### config.mk
export PLATFORM = sky130hd
export DESIGN_NAME = fix_field_splitter
export DESIGN_NICKNAME = d
export VERILOG_FILES = /design/src/rtl/fix_field_splitter.sv
export SDC_FILE = /design/constraint.sdc
export NUM_CORES = 1
export LEC_CHECK = 0
export ABC_AREA = 1
export BUFFER_PORTS_ARGS = -buffer_cell sky130_fd_sc_hd__buf_2
export CAP_MARGIN = 10
export CORE_ASPECT_RATIO = 0.9
export CORE_MARGIN = 2
export CORE_UTILIZATION = 53
export DETAILED_ROUTE_END_ITERATION = 7
export GPL_TIMING_DRIVEN = 0
export PLACE_DENSITY = 0.82
export SLEW_MARGIN = 5
export SYNTH_ARGS = -nofsm -noshare
export SYNTH_HDL_FRONTEND = slang
export SYNTH_SLANG_ARGS = --single-unit
### constraint.sdc
create_clock -name clk -period 2.8 [get_ports clk]
set_input_delay 0.14 -clock clk [delete_from_list [all_inputs] [get_ports clk]]
set_output_delay 0.14 -clock clk [all_outputs]
set_load 0.02 [all_outputs]
### src/rtl/fix_field_splitter.sv
// fix_field_splitter: FIX "tag=value<SOH>" tokenizer.
// Takes one raw FIX byte per valid cycle. The ASCII tag number is
// converted to binary. Value bytes are forwarded with a field-end marker
// and the value byte count.
// Ports:
//   clk          clock, rising edge
//   rst          asynchronous active-low reset
//   data_i       incoming FIX byte
//   valid_i      data_i valid this cycle (always consumed)
//   tag_o        binary tag of the current field, held until the next tag_valid_o
//   tag_valid_o  1-cycle pulse, tag_o updated
//   val_data_o   value byte
//   val_valid_o  val_data_o valid this cycle
//   field_end_o  1-cycle pulse, SOH closed a well-formed field
//   val_len_o    value byte count, valid with field_end_o
//   err_o        1-cycle pulse, malformed field detected
module fix_field_splitter #(
  parameter int unsigned MAX_TAG_DIGITS = 5,
  parameter int unsigned TAG_W          = 17,
  parameter int unsigned MAX_VAL_LEN    = 64,
  parameter int unsigned LEN_W          = 7
) (
  input  logic             clk,
  input  logic             rst,
  input  logic [7:0]       data_i,
  input  logic             valid_i,
  output logic [TAG_W-1:0] tag_o,
  output logic             tag_valid_o,
  output logic [7:0]       val_data_o,
  output logic             val_valid_o,
  output logic             field_end_o,
  output logic [LEN_W-1:0] val_len_o,
  output logic             err_o
);

  localparam int unsigned DCNT_W = $clog2(MAX_TAG_DIGITS + 1);
  localparam int unsigned MUL_W  = TAG_W + 4;

  localparam logic [7:0] CH_SOH  = 8'h01;
  localparam logic [7:0] CH_EQ   = 8'h3D;
  localparam logic [7:0] CH_ZERO = 8'h30;
  localparam logic [7:0] CH_NINE = 8'h39;

  typedef enum logic [1:0] {
    ST_TAG   = 2'd0,
    ST_VALUE = 2'd1,
    ST_SKIP  = 2'd2
  } state_e;

  state_e              state_q, state_d;
  logic [TAG_W-1:0]    acc_q, acc_d;
  logic [DCNT_W-1:0]   dcnt_q, dcnt_d;
  logic [LEN_W-1:0]    len_q, len_d;
  logic [TAG_W-1:0]    tag_q, tag_d;
  logic                tag_valid_q, tag_valid_d;
  logic [7:0]          val_data_q, val_data_d;
  logic                val_valid_q, val_valid_d;
  logic                field_end_q, field_end_d;
  logic [LEN_W-1:0]    val_len_q, val_len_d;
  logic                err_q, err_d;

  logic is_digit_c;
  logic is_soh_c;
  logic is_eq_c;
  logic raise_err_c;

  assign is_digit_c = (data_i >= CH_ZERO) && (data_i <= CH_NINE);
  assign is_soh_c   = (data_i == CH_SOH);
  assign is_eq_c    = (data_i == CH_EQ);

  // State and output registers
  always_ff @(posedge clk or negedge rst) begin
    if (!rst) begin
      state_q     <= ST_TAG;
      acc_q       <= '0;
      dcnt_q      <= '0;
      len_q       <= '0;
      tag_q       <= '0;
      tag_valid_q <= 1'b0;
      val_data_q  <= '0;
      val_valid_q <= 1'b0;
      field_end_q <= 1'b0;
      val_len_q   <= '0;
      err_q       <= 1'b0;
    end else begin
      state_q     <= state_d;
      acc_q       <= acc_d;
      dcnt_q      <= dcnt_d;
      len_q       <= len_d;
      tag_q       <= tag_d;
      tag_valid_q <= tag_valid_d;
      val_data_q  <= val_data_d;
      val_valid_q <= val_valid_d;
      field_end_q <= field_end_d;
      val_len_q   <= val_len_d;
      err_q       <= err_d;
    end
  end

  // Next-state and output decode; pulses default low, data outputs hold
  always_comb begin
    state_d     = state_q;
    acc_d       = acc_q;
    dcnt_d      = dcnt_q;
    len_d       = len_q;
    tag_d       = tag_q;
    tag_valid_d = 1'b0;
    val_data_d  = val_data_q;
    val_valid_d = 1'b0;
    field_end_d = 1'b0;
    val_len_d   = val_len_q;
    err_d       = 1'b0;
    raise_err_c = 1'b0;

    if (valid_i) begin
      unique case (state_q)
        ST_TAG: begin
          if (is_digit_c) begin
            // Digit limit is checked before the multiply, so acc cannot overflow
            if (dcnt_q == DCNT_W'(MAX_TAG_DIGITS)) begin
              raise_err_c = 1'b1;
            end else begin
              acc_d  = TAG_W'(MUL_W'(acc_q) * MUL_W'(10) + MUL_W'(data_i[3:0]));
              dcnt_d = dcnt_q + DCNT_W'(1);
            end
          end else if (is_eq_c) begin
            if (dcnt_q == '0) begin
              raise_err_c = 1'b1;
            end else begin
              tag_d       = acc_q;
              tag_valid_d = 1'b1;
              acc_d       = '0;
              dcnt_d      = '0;
              len_d       = '0;
              state_d     = ST_VALUE;
            end
          end else begin
            // SOH or any other byte
            raise_err_c = 1'b1;
          end
        end

        ST_VALUE: begin
          if (is_soh_c) begin
            if (len_q == '0) begin
              raise_err_c = 1'b1;
            end else begin
              field_end_d = 1'b1;
              val_len_d   = len_q;
              len_d       = '0;
              state_d     = ST_TAG;
            end
          end else if (len_q < LEN_W'(MAX_VAL_LEN)) begin
            val_data_d  = data_i;
            val_valid_d = 1'b1;
            len_d       = len_q + LEN_W'(1);
          end else begin
            raise_err_c = 1'b1;
          end
        end

        ST_SKIP: begin
          if (is_soh_c) begin
            state_d = ST_TAG;
          end
        end

        default: begin
          state_d = ST_TAG;
        end
      endcase

      // An SOH already terminates the field, so there is nothing to skip
      if (raise_err_c) begin
        err_d   = 1'b1;
        acc_d   = '0;
        dcnt_d  = '0;
        len_d   = '0;
        state_d = is_soh_c ? ST_TAG : ST_SKIP;
      end
    end
  end

  assign tag_o       = tag_q;
  assign tag_valid_o = tag_valid_q;
  assign val_data_o  = val_data_q;
  assign val_valid_o = val_valid_q;
  assign field_end_o = field_end_q;
  assign val_len_o   = val_len_q;
  assign err_o       = err_q;

endmodule

== Word level (Yosys, flattened, before mapping) ==
Index checks and enable logic that the tools add are counted.

* Bits of input ports: 11
* Logic and storage cells: 103
* Register bits after elaboration: 65
* Output and inout bits: 36

* Reduce and logical (&&, ||, !) cells: 13
* Multiplexer cells: 53
* Eq/ne operators: 15
* $lt $le $gt $ge: 3
* $mul: 1
* Bitwise operators: 4
* $add $sub $neg: 3

{| class="wikitable"
|+ Operators with widths
! cell !! count
|-
| 17-bit 2-to-1 mux || 6
|-
| 7-bit 2-to-1 mux || 7
|-
| 1-bit 2-to-1 mux || 23
|-
| 3-bit 2-to-1 mux || 6
|-
| 3-bit != test, second input constant || 6
|-
| 17-bit by 4-bit adder with 17-bit output || 1
|-
| 17-bit by 3-bit multiplier with 16-bit output, second input constant || 1
|-
| 2-bit 2-to-1 mux || 8
|-
| 7-bit case mux with 2 select lines || 1
|-
| 7-bit AND reduction || 2
|-
| 5-bit AND reduction || 2
|-
| 8-bit by 1-bit == test with 1-bit output, second input constant || 1
|-
| 8-bit by 6-bit == test with 1-bit output, second input constant || 1
|-
| 8-bit by 6-bit >= comparator with 1-bit output, second input constant || 1
|-
| 8-bit by 6-bit less-or-equal comparator with 1-bit output, second input constant || 1
|-
| 4-bit != test, second input constant || 2
|-
| 4-bit AND reduction || 2
|-
| 7-bit by 1-bit adder with 7-bit output, second input constant || 1
|-
| 7-bit logical NOT || 1
|-
| 7-bit < comparator, second input constant || 1
|-
| 3-bit by 2-bit != test with 1-bit output, second input constant || 2
|-
| 2-bit case mux with 3 select lines || 1
|-
| 3-bit nonzero test || 2
|-
| 1-bit NOT || 4
|-
| 9 further kinds || 9
|}

== Longest topological paths before layout ==
* Depth in word-level cells: 8
* Mapped depth: 18
* Depth with buffers taken out: 18

== Least setup slack after synthesis ==
OpenSTA, ideal clock, no wires.

* Path kind: flip-flop to flip-flop
* Start point: register acc_q[1]
* End point: register acc_q[16]
* Arrival: 2.552 ns
* Buffers on the path: 0
* Setup time: 0.117 ns
* Data required time: 2.683 ns
* Period minus slack after synthesis: 2.670 ns
* Setup slack: 0.130 ns
* Cell stages (with the launch flop): 15
* Cell sequence: dfrtp_1 -> ha_1 -> ha_1 -> fa_1 -> nand2_1 -> nor2_1 -> nand2_1 -> a21oi_1 -> nand3_1 -> nor2_1 -> nand4_1 -> nor2_1 -> nand3_1 -> nand3_1 -> nand2_1

* Word-level cells in the longest chain between the ends: 6

{| class="wikitable"
|+ Ends and longest elaborated chain
! what !! RTL line !! RTL
|-
| start: declaration || 51 || <nowiki>logic [TAG_W-1:0] acc_q, acc_d;</nowiki>
|-
| start signal: assignment || 75 || <nowiki>acc_q <= '0;</nowiki>
|-
| start signal: assignment || 87 || <nowiki>acc_q <= acc_d;</nowiki>
|-
| 17-bit by 3-bit multiplier with 16-bit output || 123 || <nowiki>acc_d = TAG_W'(MUL_W'(acc_q) * MUL_W'(10) + MUL_W'(data_i[3:0]));</nowiki>
|-
| 17-bit by 4-bit adder with 17-bit output || 123 ||
|-
| 17-bit 2-to-1 mux || 120 || <nowiki>if (dcnt_q == DCNT_W'(MAX_TAG_DIGITS)) begin</nowiki>
|-
| 17-bit 2-to-1 mux || 118 || <nowiki>if (is_digit_c) begin</nowiki>
|-
| 17-bit 2-to-1 mux || 116 || <nowiki>unique case (state_q)</nowiki>
|-
| 17-bit 2-to-1 mux || 174 || <nowiki>if (raise_err_c) begin</nowiki>
|}

No other way between the ends. The select of a mux whose other input is x is not followed.
A chain may end at the register's enable or synchronous reset.

== Worst setup path in the final report ==
* Start point: register acc_q[1]
* End point: register acc_q[14]

Same word-level chain as after synthesis.

==> out/qor.csv <==
stage;metric;value;unit
power_and_ir_drop;VDD IR-drop max;0.000574;V
worst_setup_path;Most Frequent Cell on Critical Path;nand2_1;
cts;Root Buffer;clkbuf_8;
cts;CTS tree;yes;
timing;Setup Viol. Count Final;0;
floorplan;die height;86.1;um
global_routing;largest net degree at the start of global routing;66;
worst_setup_path;CP Cell Sequence;ha_4, ha_4, fa_1, nand2_1, nor2_1, nand2_1, a21oi_2, nand3_2, nor2_4, nand4_1, buf_4, o21ai_2, nand2_1, nand2_1;
global_routing;initial antenna violation count;0;
cells_and_area;synthesis-to-layout area growth;16.8;%
drt;DRT antenna net count;0;
cts;worst-skew pair later-pin latency;350;ps
cells_and_area;ant diodes;0;
worst_setup_path;Worst Path Arrival;3000;ps
floorplan;Rows;29;
yosys;syn_nets;568;
cells_and_area;Fillers;601;
yosys;mapped cell area;3970;sq um
yosys;top_reg_cell synth;dfrtp_1;
cts;clock sinks;65;
timing;worst slew pin tran;811;ps
drt;initial DRC count;246;
outcome;status;completed;
timing;final hold vios;0;
cts;buffer depth of the longest clock path;2;
timing;Slew Viols, Final;0;
global_routing;remaining global-route overflow;0;
worst_setup_path;Max stage delay on crit path;510;ps
yosys;count leader, synth;nand2_1;
drt;drt via density;5.23;
floorplan;die width;95.2;um
worst_setup_path;Worst Path Required;3100;ps
global_routing;GRT Total Usage;24.5;%
job;Max Cap Viol;0;
yosys;Netlist cell types;34;
placed_design;Placed Area;4310;sq um
placed_design;routability cong.;0.955;
yosys;EDFF count, synth;0;
cells_and_area;share of cells above drive strength 1;16.5;%
yosys;syn_area_per_cell;7.60;sq um
timing;Final min period;2700;ps
yosys;yosys warns;0;
placed_design;placed wire-length estimate;6570;um
timing;relative slew slack;45.9;%
worst_setup_path;Slowest cell on crit path;fa_1;
yosys;Commonest cells post-synth;177 x nand2_1, 66 x inv_1, 65 x dfrtp_1;
yosys;Synth area leader;dfrtp_1;
worst_setup_path;Worst setup EP type;flip-flop;
cells_and_area;Final #Nets;634;
power_and_ir_drop;LEAKAGE;2.54;nW
cts;CTS H-tree lvls;3;
yosys;Seq/Total Area, Yosys;41.0;%
global_routing;vias in the first global route;3527;
cells_and_area;multi-input logic area;2100;sq um
floorplan;Starting Density;55.5;%
drt;DR vias;3590;
timing;final worst path period share;96.4;%
worst_setup_path;CP Launch Type;flip-flop;
cts;CTS Buf Count;9;
timing;Max Freq;0.370;GHz
drt;drt total wl;9180;um
cells_and_area;fin cells;686;
power_and_ir_drop;Pwr per Cell Area;513;nW/um^2
cts;CTS clk-pin slew, worst paths;80;ps
cells_and_area;fin area;4630;sq um
yosys;fraction of registers with async set/reset;100;%
timing;Final Skew;10.8;ps
floorplan;die area;8190;sq um
placed_design;Port Buf Inserts;46;
worst_setup_path;worst-path fanout max;3;
floorplan;Core ar.;7150;sq um
placed_design;dpl cells;661;
yosys;Synth area leaders;dfrtp_1 41%, nand2_1 17%, ha_1 10%;
cells_and_area;area taken by flip-flops and latches;1630;sq um
global_routing;first-pass GRT wire length;15600;um
min_path;Hold Crit Class;in2reg;
drt;DRC errors left;0;
timing;unrepaired setup endpoints after global routing;true;
drt;Detailed Routing Iterations Pass 1;5;
yosys;Seq cells post-synth;65;
worst_setup_path;critical path class;reg2reg;
yosys;cells after synthesis;522;
yosys;post-synth top area share;41.0;%
floorplan;Ports;47;
drt;WL per Instance;13.4;um
final cells by class:
class	count	share of cell area [%]
Timing Repair Buffer	55	6.59
Buffer	7	0.757
Clock inverter	5	0.676
Multi-Input combinational cell	379	45.5
Tap cell	93	2.51
Inverter	71	5.76
Sequential cell	65	35.2
Clock buffer	11	3.05
cell families after synthesis:
| family | after synthesis | synth area share [%] |
|---|---|---|
| flops | 65 | 41.0 |
| xor+xnor | 13 | 2.87 |
| compound gates | 58 | 8.08 |
| fa+ha+maj | 35 | 11.4 |
| buf+inv | 78 | 7.60 |
| simple gates | 273 | 29.0 |
flip-flops by register name, summed over array words and instances (netlist names), 2 cells and up:
name / count
state_q: 2
tag_o: 17
len_q: 7
acc_q: 17
val_data_o: 8
val_len_o: 7
dcnt_q: 3
where the power goes:
part	internal (mW)	switching, mW	total, mW
sequential	1.03	0.0559	1.09
clock	0.342	0.378	0.720
combinational	0.167	0.399	0.566
path summary, 6_finish.rpt:
| check | cells after the start | startpoint | endpoint | slack (ps) |
|---|---|---|---|---|
| max reg2reg | 14 | acc_q[1] | acc_q[14] | 100 |
| max in group asynchronous | 2 | rst | acc_q[2] | 1800 |
| max | 14 | acc_q[1] | acc_q[14] | 100 |
| min | 3 | data_i[4] | val_data_o[4] | 10 |
| min reg2reg | 2 | tag_o[14] | tag_o[14] | 470 |
| min in group asynchronous | 2 | rst | acc_q[14] | 420 |
layer usage:
metal / up-vias / GRT usage [%] / wire [um]
met1: 1646 / 31.8 / 4180
met3: 22 / 6.50 / 552
li1: 1807 / - / -
met4: 0 / 9.62 / 269
met2: 115 / 39.2 / 4180
met5: - / 0 / 0
critical path, delay by kind of cell (launching register included):
family                   cells  cell delay [ps]
flip-flops                   1              440
buffers and inverters        1              180
AND/OR/NAND/NOR              8              800
adder cells (fa/ha/maj)      3              920
AO/OA/AOI/OAI                2              310
repair_timing:
action | in CTS | in global routing
hold buffers | 2 | 0
pin swaps | 4 | 9
resized for setup | 6 | 10
endpoints found under the hold margin | 66 | 0
buffers inserted | 3 | 4
setup endpoints to repair | 3 | 5
cell usage in the layout, fill, tap and decap left out, drive strengths merged, types with 2 or more instances in the layout:
master	instances
xor2	9
or2	3
dlygate4sd3	2
fa	2
nand2	179
o21bai	2
nand3b	3
ha	33
clkbuf	15
a21oi	12
nand4	6
xnor2	4
clkinv	4
dfrtp	65
nor2	34
nor3	6
nand3	41
o21ai	38
inv	71
buf	56
metrics by stage:
| stage | hold slack (ps) | setup WS, ps | TNS, ps | utilization (%) | power [mW] |
|---|---|---|---|---|---|
| floorplan | -156 | 130 | 0 | - | 1.47 |
| global placement | 357 | -139 | -231 | 60.3 | 1.63 |
| detailed placement | 287 | -206 | -378 | 60.4 | 1.66 |
| CTS | 3.15 | 13.8 | 0 | 63.6 | 2.38 |
| global route | 18.8 | -83.3 | -228 | 64.8 | 2.50 |
| finish | 14.4 | 101 | 0 | 64.8 | 2.37 |
Note: power is estimated with default switching activity, not from simulation.
